--- config.mk ---
export PLATFORM = sky130hd
export DESIGN_NAME = lift_call_dispatcher_flat
export DESIGN_NICKNAME = d
export VERILOG_FILES = /design/src/rtl/lift_call_dispatcher_if.sv /design/src/rtl/lift_call_dispatcher.sv /design/src/flat_wrapper.sv
export SDC_FILE = /design/constraint.sdc
export NUM_CORES = 1
export LEC_CHECK = 0
export ABC_CLOCK_PERIOD_IN_PS = 3500
export BUFFER_PORTS_ARGS = -buffer_cell sky130_fd_sc_hd__buf_2
export CORE_MARGIN = 2
export CORE_UTILIZATION = 40
export CTS_CLUSTER_DIAMETER = 80
export DETAILED_ROUTE_END_ITERATION = 10
export SYNTH_ARGS = -nofsm -noshare
export SYNTH_HDL_FRONTEND = slang
export SYNTH_SLANG_ARGS = --single-unit
--- constraint.sdc ---
create_clock -name in_clk -period 3.5 [get_ports in_clk]
set_input_delay 0.175 -clock in_clk [delete_from_list [all_inputs] [get_ports in_clk]]
set_output_delay 0.175 -clock in_clk [all_outputs]
set_load 0.02 [all_outputs]
--- src/rtl/lift_call_dispatcher_if.sv ---
// Signal bundle between the lift call dispatcher and its surroundings:
// button/floor/arrival inputs and the request, lamp and status outputs.
interface lift_call_dispatcher_if;
  logic [3:0] in_btn;
  logic [2:0] in_cur_f;
  logic       in_reached;
  logic [1:0] o_f;
  logic       o_valid;
  logic [3:0] o_pending;
  logic       o_dir;
  logic       o_busy;
  logic       o_timeout;

  modport master (
    output in_btn, in_cur_f, in_reached,
    input  o_f, o_valid, o_pending, o_dir, o_busy, o_timeout
  );

  modport slave (
    input  in_btn, in_cur_f, in_reached,
    output o_f, o_valid, o_pending, o_dir, o_busy, o_timeout
  );
endinterface

--- src/rtl/lift_call_dispatcher.sv ---
// Four-floor call dispatcher: latches button calls, picks the next target in
// SCAN order, waits for the lift to arrive (or gives up) and clears the call.
module lift_call_dispatcher #(
  parameter int TIMEOUT = 64
) (
  input logic                   in_clk,
  input logic                   in_rst_n,
  lift_call_dispatcher_if.slave bus
);

  localparam logic [2:0] ST_IDLE     = 3'd0;
  localparam logic [2:0] ST_SELECT   = 3'd1;
  localparam logic [2:0] ST_DISPATCH = 3'd2;
  localparam logic [2:0] ST_WAIT     = 3'd3;
  localparam logic [2:0] ST_CLEAR    = 3'd4;

  localparam logic [7:0] CNT_LAST = 8'(TIMEOUT - 1);

  logic [2:0] state_q, state_d;
  logic [3:0] pending_q, pending_d;
  logic       dir_q, dir_d;
  logic [1:0] f_q, f_d;
  logic [7:0] cnt_q, cnt_d;
  logic       timeout_q, timeout_d;

  logic [1:0] cur_idx;
  logic [3:0] ge_mask, le_mask;
  logic [3:0] up_hits, below_hits, down_hits, above_hits;
  logic [1:0] sel_f;
  logic       sel_dir;
  logic       arrived;
  logic [3:0] clr_mask;

  function automatic logic [1:0] lowest_idx(input logic [3:0] v);
    lowest_idx = 2'd0;
    for (int i = 3; i >= 0; i--) begin
      if (v[i]) lowest_idx = 2'(i);
    end
  endfunction

  function automatic logic [1:0] highest_idx(input logic [3:0] v);
    highest_idx = 2'd0;
    for (int i = 0; i < 4; i++) begin
      if (v[i]) highest_idx = 2'(i);
    end
  endfunction

  // Out-of-range floor readings fall back to the ground floor.
  always_comb begin
    cur_idx = 2'd0;
    if (bus.in_cur_f >= 3'd1 && bus.in_cur_f <= 3'd4) begin
      cur_idx = 2'(bus.in_cur_f - 3'd1);
    end
  end

  assign ge_mask    = 4'b1111 << cur_idx;
  assign le_mask    = 4'b1111 >> (2'd3 - cur_idx);
  assign up_hits    = pending_q & ge_mask;
  assign below_hits = pending_q & ~ge_mask;
  assign down_hits  = pending_q & le_mask;
  assign above_hits = pending_q & ~le_mask;

  always_comb begin
    sel_f   = 2'd0;
    sel_dir = dir_q;
    if (dir_q) begin
      if (|up_hits) begin
        sel_f = lowest_idx(up_hits);
      end else begin
        sel_f   = highest_idx(below_hits);
        sel_dir = 1'b0;
      end
    end else begin
      if (|down_hits) begin
        sel_f = highest_idx(down_hits);
      end else begin
        sel_f   = lowest_idx(above_hits);
        sel_dir = 1'b1;
      end
    end
  end

  assign arrived = bus.in_reached && (bus.in_cur_f == ({1'b0, f_q} + 3'd1));

  always_comb begin
    state_d   = state_q;
    f_d       = f_q;
    dir_d     = dir_q;
    cnt_d     = cnt_q;
    timeout_d = 1'b0;
    clr_mask  = 4'b0000;
    case (state_q)
      ST_IDLE: begin
        if (|pending_q) state_d = ST_SELECT;
      end
      ST_SELECT: begin
        f_d     = sel_f;
        dir_d   = sel_dir;
        state_d = ST_DISPATCH;
      end
      ST_DISPATCH: begin
        cnt_d   = 8'd0;
        state_d = ST_WAIT;
      end
      ST_WAIT: begin
        // Arrival wins over an expiring counter in the same cycle.
        if (arrived) begin
          state_d = ST_CLEAR;
        end else if (cnt_q == CNT_LAST) begin
          timeout_d = 1'b1;
          state_d   = ST_IDLE;
        end else begin
          cnt_d = cnt_q + 8'd1;
        end
      end
      ST_CLEAR: begin
        clr_mask = 4'b0001 << f_q;
        state_d  = ST_IDLE;
      end
      default: state_d = ST_IDLE;
    endcase
  end

  // A press in the clearing cycle re-arms the call it would otherwise clear.
  assign pending_d = (pending_q & ~clr_mask) | bus.in_btn;

  always_ff @(posedge in_clk) begin
    if (!in_rst_n) begin
      state_q   <= ST_IDLE;
      pending_q <= 4'b0000;
      dir_q     <= 1'b1;
      f_q       <= 2'd0;
      cnt_q     <= 8'd0;
      timeout_q <= 1'b0;
    end else begin
      state_q   <= state_d;
      pending_q <= pending_d;
      dir_q     <= dir_d;
      f_q       <= f_d;
      cnt_q     <= cnt_d;
      timeout_q <= timeout_d;
    end
  end

  assign bus.o_f       = f_q;
  assign bus.o_valid   = (state_q == ST_DISPATCH) || (state_q == ST_WAIT);
  assign bus.o_pending = pending_q;
  assign bus.o_dir     = dir_q;
  assign bus.o_busy    = (state_q != ST_IDLE);
  assign bus.o_timeout = timeout_q;

endmodule

--- src/flat_wrapper.sv ---
// flat-port wrapper written by rule: the top's interface ports become plain ports
module lift_call_dispatcher_flat 
#(
  parameter int TIMEOUT = 64
)
  (in_clk, in_rst_n, bus_in_btn, bus_in_cur_f, bus_in_reached, bus_o_f, bus_o_valid, bus_o_pending, bus_o_dir, bus_o_busy, bus_o_timeout);
  lift_call_dispatcher_if bus_i ();
  input logic in_clk;
  input logic in_rst_n;
  input wire logic [$bits(bus_i.in_btn)-1:0] bus_in_btn;
  input wire logic [$bits(bus_i.in_cur_f)-1:0] bus_in_cur_f;
  input wire logic [$bits(bus_i.in_reached)-1:0] bus_in_reached;
  output wire logic [$bits(bus_i.o_f)-1:0] bus_o_f;
  output wire logic [$bits(bus_i.o_valid)-1:0] bus_o_valid;
  output wire logic [$bits(bus_i.o_pending)-1:0] bus_o_pending;
  output wire logic [$bits(bus_i.o_dir)-1:0] bus_o_dir;
  output wire logic [$bits(bus_i.o_busy)-1:0] bus_o_busy;
  output wire logic [$bits(bus_i.o_timeout)-1:0] bus_o_timeout;
  assign bus_i.in_btn = bus_in_btn;
  assign bus_i.in_cur_f = bus_in_cur_f;
  assign bus_i.in_reached = bus_in_reached;
  assign bus_o_f = bus_i.o_f;
  assign bus_o_valid = bus_i.o_valid;
  assign bus_o_pending = bus_i.o_pending;
  assign bus_o_dir = bus_i.o_dir;
  assign bus_o_busy = bus_i.o_busy;
  assign bus_o_timeout = bus_i.o_timeout;
  lift_call_dispatcher #(.TIMEOUT(TIMEOUT)) u_core (.in_clk(in_clk), .in_rst_n(in_rst_n), .bus(bus_i));
endmodule
* Word level (Yosys, flattened, before mapping)
Index checks and enable logic that the tools add are counted.
** Cells by class
- Add/subtract/negate cells :: 4
- $lt $le $gt $ge :: 2
- Equality and inequality tests :: 10
- Shifts and indexed selects :: 3
- Multiplexer cells :: 30
- Bitwise operators :: 11
- Reduce and logical (&&, ||, !) cells :: 12
** Operator list (number)
- 2-bit 2-to-1 mux :: 16
- 4-bit AND :: 5
- 8-bit 2-to-1 mux :: 2
- 8-bit case mux with 2 select lines :: 1
- 4-bit NOT :: 3
- 3-bit case mux with 4 select lines :: 1
- 4-bit OR reduction :: 3
- 3-bit 2-to-1 mux :: 3
- 8-bit by 1-bit adder with 8-bit output (second input constant) :: 1
- 8-bit by 6-bit == test with 1-bit output (second input constant) :: 1
- 3-bit by 2-bit == test with 1-bit output (second input constant) :: 2
- 1-bit 2-to-1 mux :: 6
- 4-bit 2-to-1 mux :: 1
- 2-bit inequality test (second input constant) :: 2
- 4-bit bitwise OR :: 1
- 1-bit by 2-bit << shifter with 4-bit output (first input constant) :: 1
- 4-bit by 2-bit << shifter with 4-bit output (first input constant) :: 1
- 4-bit by 2-bit >> shifter with 4-bit output (first input constant) :: 1
- 2-bit by 1-bit adder with 3-bit output (second input constant) :: 1
- 3-bit by 1-bit == test with 1-bit output (second input constant) :: 1
- 3-bit == test :: 1
- 3-bit == test (second input constant) :: 1
- 3-bit by 1-bit >= comparator with 1-bit output (second input constant) :: 1
- 3-bit <= comparator (second input constant) :: 1
- other kinds (13) :: 15
** Word-level totals
- Flip-flop bits (word level) :: 19
- Bits of input ports :: 10

* Logic depth before layout (Yosys ltp)
- Depth in word-level cells :: 13
- Depth in mapped cells :: 8
- Gate-level depth less buffers :: 7

* Least setup slack after synthesis
OpenSTA, ideal clock, no wires.
- Kind :: reg2reg
- Start point :: register u_core.f_q[0] (netlist: u_core.bus.o_f[0])
- End point :: register u_core.cnt_q[6]
- Setup time :: 0.070 ns
- Arrival :: 1.922 ns
- Path slack :: 1.508 ns
- Cell stages (with the launch flop) :: 9
- Clock period less this slack :: 1.992 ns
- Cell sequence :: dfxtp_1 > inv_1 > ha_1 > xnor2_1 > nand4_1 > a32oi_4 > buf_6 > or3_1 > a21oi_1
** Between the ends
- Cells in the longest elaborated chain, start to end :: 5
** Ends and longest elaborated chain
- start, declared :: line lift_call_dispatcher.sv:22 : logic [1:0] f_q, f_d;
- start signal, assigned :: line lift_call_dispatcher.sv:132 : f_q <= 2'd0;
- start signal, assigned :: line lift_call_dispatcher.sv:139 : f_q <= f_d;
- 2-bit by 1-bit adder with 3-bit output :: line lift_call_dispatcher.sv:83 : assign arrived = bus.in_reached && (bus.in_cur_f == ({1'b0, f_q} + 3'd1));
- 3-bit == test :: line lift_call_dispatcher.sv:83
- 1-bit logical AND :: line lift_call_dispatcher.sv:83
- 2-bit inequality test (no line)
- 3-bit AND reduction (no line)
- end signal, assigned :: line lift_call_dispatcher.sv:140 : cnt_q <= cnt_d;
- end, declared :: line lift_call_dispatcher.sv:23 : logic [7:0] cnt_q, cnt_d;
No other way between the ends.
A chain may end at the register's enable or synchronous reset.

* Worst setup path in the final report
- Start point :: register u_core.f_q[0] (netlist: u_core.bus.o_f[0])
- End point :: register u_core.cnt_q[2]
Same word-level chain as after synthesis.

==> results.tsv <==
metric	value	unit
status	complete, no violations	
cts-resized-gates	0	
grt.overflow.total	0	
syn_area_per_cell	8.31	µm²
syn_area	1150	µm²
tns	0	ps
cts_inserted_buffers	3	
h-tree-depth	1	
antenna_found_initial	0	
peakVddDrop	0.319	mV
power.density	366	nW/µm²
die_w	57.6	µm
cts.sinks	19	
cts_hold_repair.buffers	0	
drtAntennaViolNets	0	
ys_warn_count	0	
period_share	59.0	%
worstSetupStartpointType	flip-flop	
cts_tree	yes	
period_minus_slack	2070	ps
ys_types	44	
finalHoldViolations	0	
first_pass_iters	7	
rows	19	
root_buffer	clkbuf_4	
hp-class	primary input to flip-flop	
hpwl	1.98	mm
hold_path_depth	2	
syn_inst	138	
max-cap-violations	0	
synth_top_area_share	33.2	%
path_buf_inv	1	
r2r_cells	7	
synth_fp_nets	155	
required	3680	ps
clk_path_buf_depth	2	
initialDrtViolationCount	24	
ioPinCount	20	
synth_area_leader_cell	dfxtp_1	
fin_skew	5.27	ps
synth_edf_count	0	
drv_slew	0	
grt_pass1_vias	958	
dieArea	3310	µm²
slowest_delay	480	ps
antennaDiodeCount	0	
cp-end-kind	flip-flop	
design.core.area	2730	µm²
routabilityCongestion	0.809	
numPortBuffers	19	
cp_top_family	compound AO/OA/AOI/OAI gates	
start_util	42.0	%
cp.depth	7	
die_y	57.6	µm
whs	93.6	ps
ys_seq_elements	19	
crit_arrival	2250	ps
cp_slowest_cell	a32oi_4	
grt_pass1_wl	4.18	mm
cp_max_fo	15	
maxSlewHeadroom	68.0	%
critPathKind	flip-flop to flip-flop	
drive_above_1_share	17.1	%
crit_chain	inv_1 > ha_1 > xnor2_1 > nand4_1 > a32oi_4 > or3_1 > a21oi_1	
synth_flop_cell	dfxtp_1	
synth_area_leaders	dfxtp_1, ha_1, a21oi_1	
max_freq	484	MHz
clk-insertion-delay-late	290	ps
rsz0062_at_grt	no	
yosysSeqAreaShare	33.2	%
p_leak	0.493	nW
drt_wl_total	2.50	mm
tightest_slew	477	ps
syn2layout_area_growth	12.2	%
vias	1049	
routed_via_density	5.55	
grt_max_degree	16	
fin_nets	176	
avgRoutedWirePerCell	13.2	µm
fillCellCount	287	
drc	0	
synthArstFlopShare	0	%
path_clk_slew	100	ps
cts_setup_buffers	0	
setup_viol	0	
track_usage	15.8	%
==> state kept, by name, summed over array words and instances (netlist names) <==
signal,count
u_core.bus.o_dir,1
u_core.bus.o_timeout,1
u_core.bus.o_pending,4
u_core.cnt_q,8
u_core.bus.o_f,2
u_core.state_q,3
==> cell type report <==
cell class,count,area [µm²],share of cell area (%)
well taps,31,38.8,3.01
multi-input cells,108,717,55.7
inverters,8,30.0,2.33
repair buffers,19,95.1,7.39
flip-flops and latches,19,380,29.5
clock buffers,4,26.3,2.04
==> Yosys cell counts (all sizes together), types with 2 or more instances <==
master and count:
o21ai 8, a21boi 3, nand2b 2, nor4 2, inv 8, a21oi 12, nor2 7, xnor2 2
nand4 4, clkbuf 2, nand3 5, or4 2, xor2 2, nand2 12, or2 2, nor2b 6
nor3 3, or3 8, nor3b 2, dfxtp 19, ha 7
==> worst reg2reg max path: stages, from the launching register on <==
cell,delay (ps)
dfxtp_1,470
inv_1,100
ha_1,320
xnor2_1,130
nand4_1,230
a32oi_4,480
or3_1,170
a21oi_1,60
==> placed cells by master (no fill, tap or decap), drive strengths merged, types with 3 or more instances in the layout <==
master  instances
nand2          12
a21oi          12
or3             8
ha              7
clkbuf          4
o21ai           8
a21boi          3
dfxtp          19
buf            19
nor2            7
nand3           5
inv             8
nand4           4
nor2b           6
nor3            3
==> power by group <==
group	leakage, nW	internal [W]	switching [W]
clock network	0.0150	0.0000443	0.0000661
registers	0.155	0.000227	0.0000182
logic	0.323	0.0000461	0.0000695
total	0.493	0.000318	0.000154
==> per-layer routing <==
metal | vias up | GRT usage (%) | routed length (µm)
met3 | 2 | 4.31 | 109
met1 | 478 | 19.9 | 1170
met5 | - | 0 | 0
li1 | 545 | - | -
met4 | 0 | 2.33 | 14
met2 | 24 | 27.6 | 1210
==> kinds of logic after synthesis <==
| logic type | count (synthesis) | share of synthesized area, % |
|---|---|---|
| XOR/XNOR | 4 | 3.05 |
| buffers and inverters | 11 | 4.36 |
| AO/OA/AOI/OAI | 36 | 21.5 |
| adder cells (fa/ha/maj) | 7 | 7.63 |
| flip-flops | 19 | 33.2 |
| AND/OR/NAND/NOR | 61 | 30.3 |
==> metrics by stage <==
stage | util [%] | area (µm²) | cells | setup WS [ps] | power (W)
global placement | 46.1 | 1260 | 185 | 1530 | 0.000364
detailed placement | 46.1 | 1260 | 185 | 1440 | 0.000366
floorplan | - | 1150 | 138 | 1510 | 0.000335
finish | 47.1 | 1290 | 189 | 1430 | 0.000472
CTS | 47.1 | 1290 | 189 | 1430 | 0.000475
global route | 47.1 | 1290 | 189 | 1240 | 0.000496
==> path summary, 6_finish.rpt <==
| path | from | to | slack, ps |
|---|---|---|---|
| worst max-delay path | u_core.bus.o_f[0] | u_core.cnt_q[2] | 1430 |
| worst min-delay path | bus_in_btn[1] | u_core.bus.o_pending[1] | 90 |
| worst max register to register | u_core.bus.o_f[0] | u_core.cnt_q[2] | 1430 |
| worst min register to register | u_core.cnt_q[1] | u_core.cnt_q[1] | 470 |
Power figures use the tool's default switching activity.
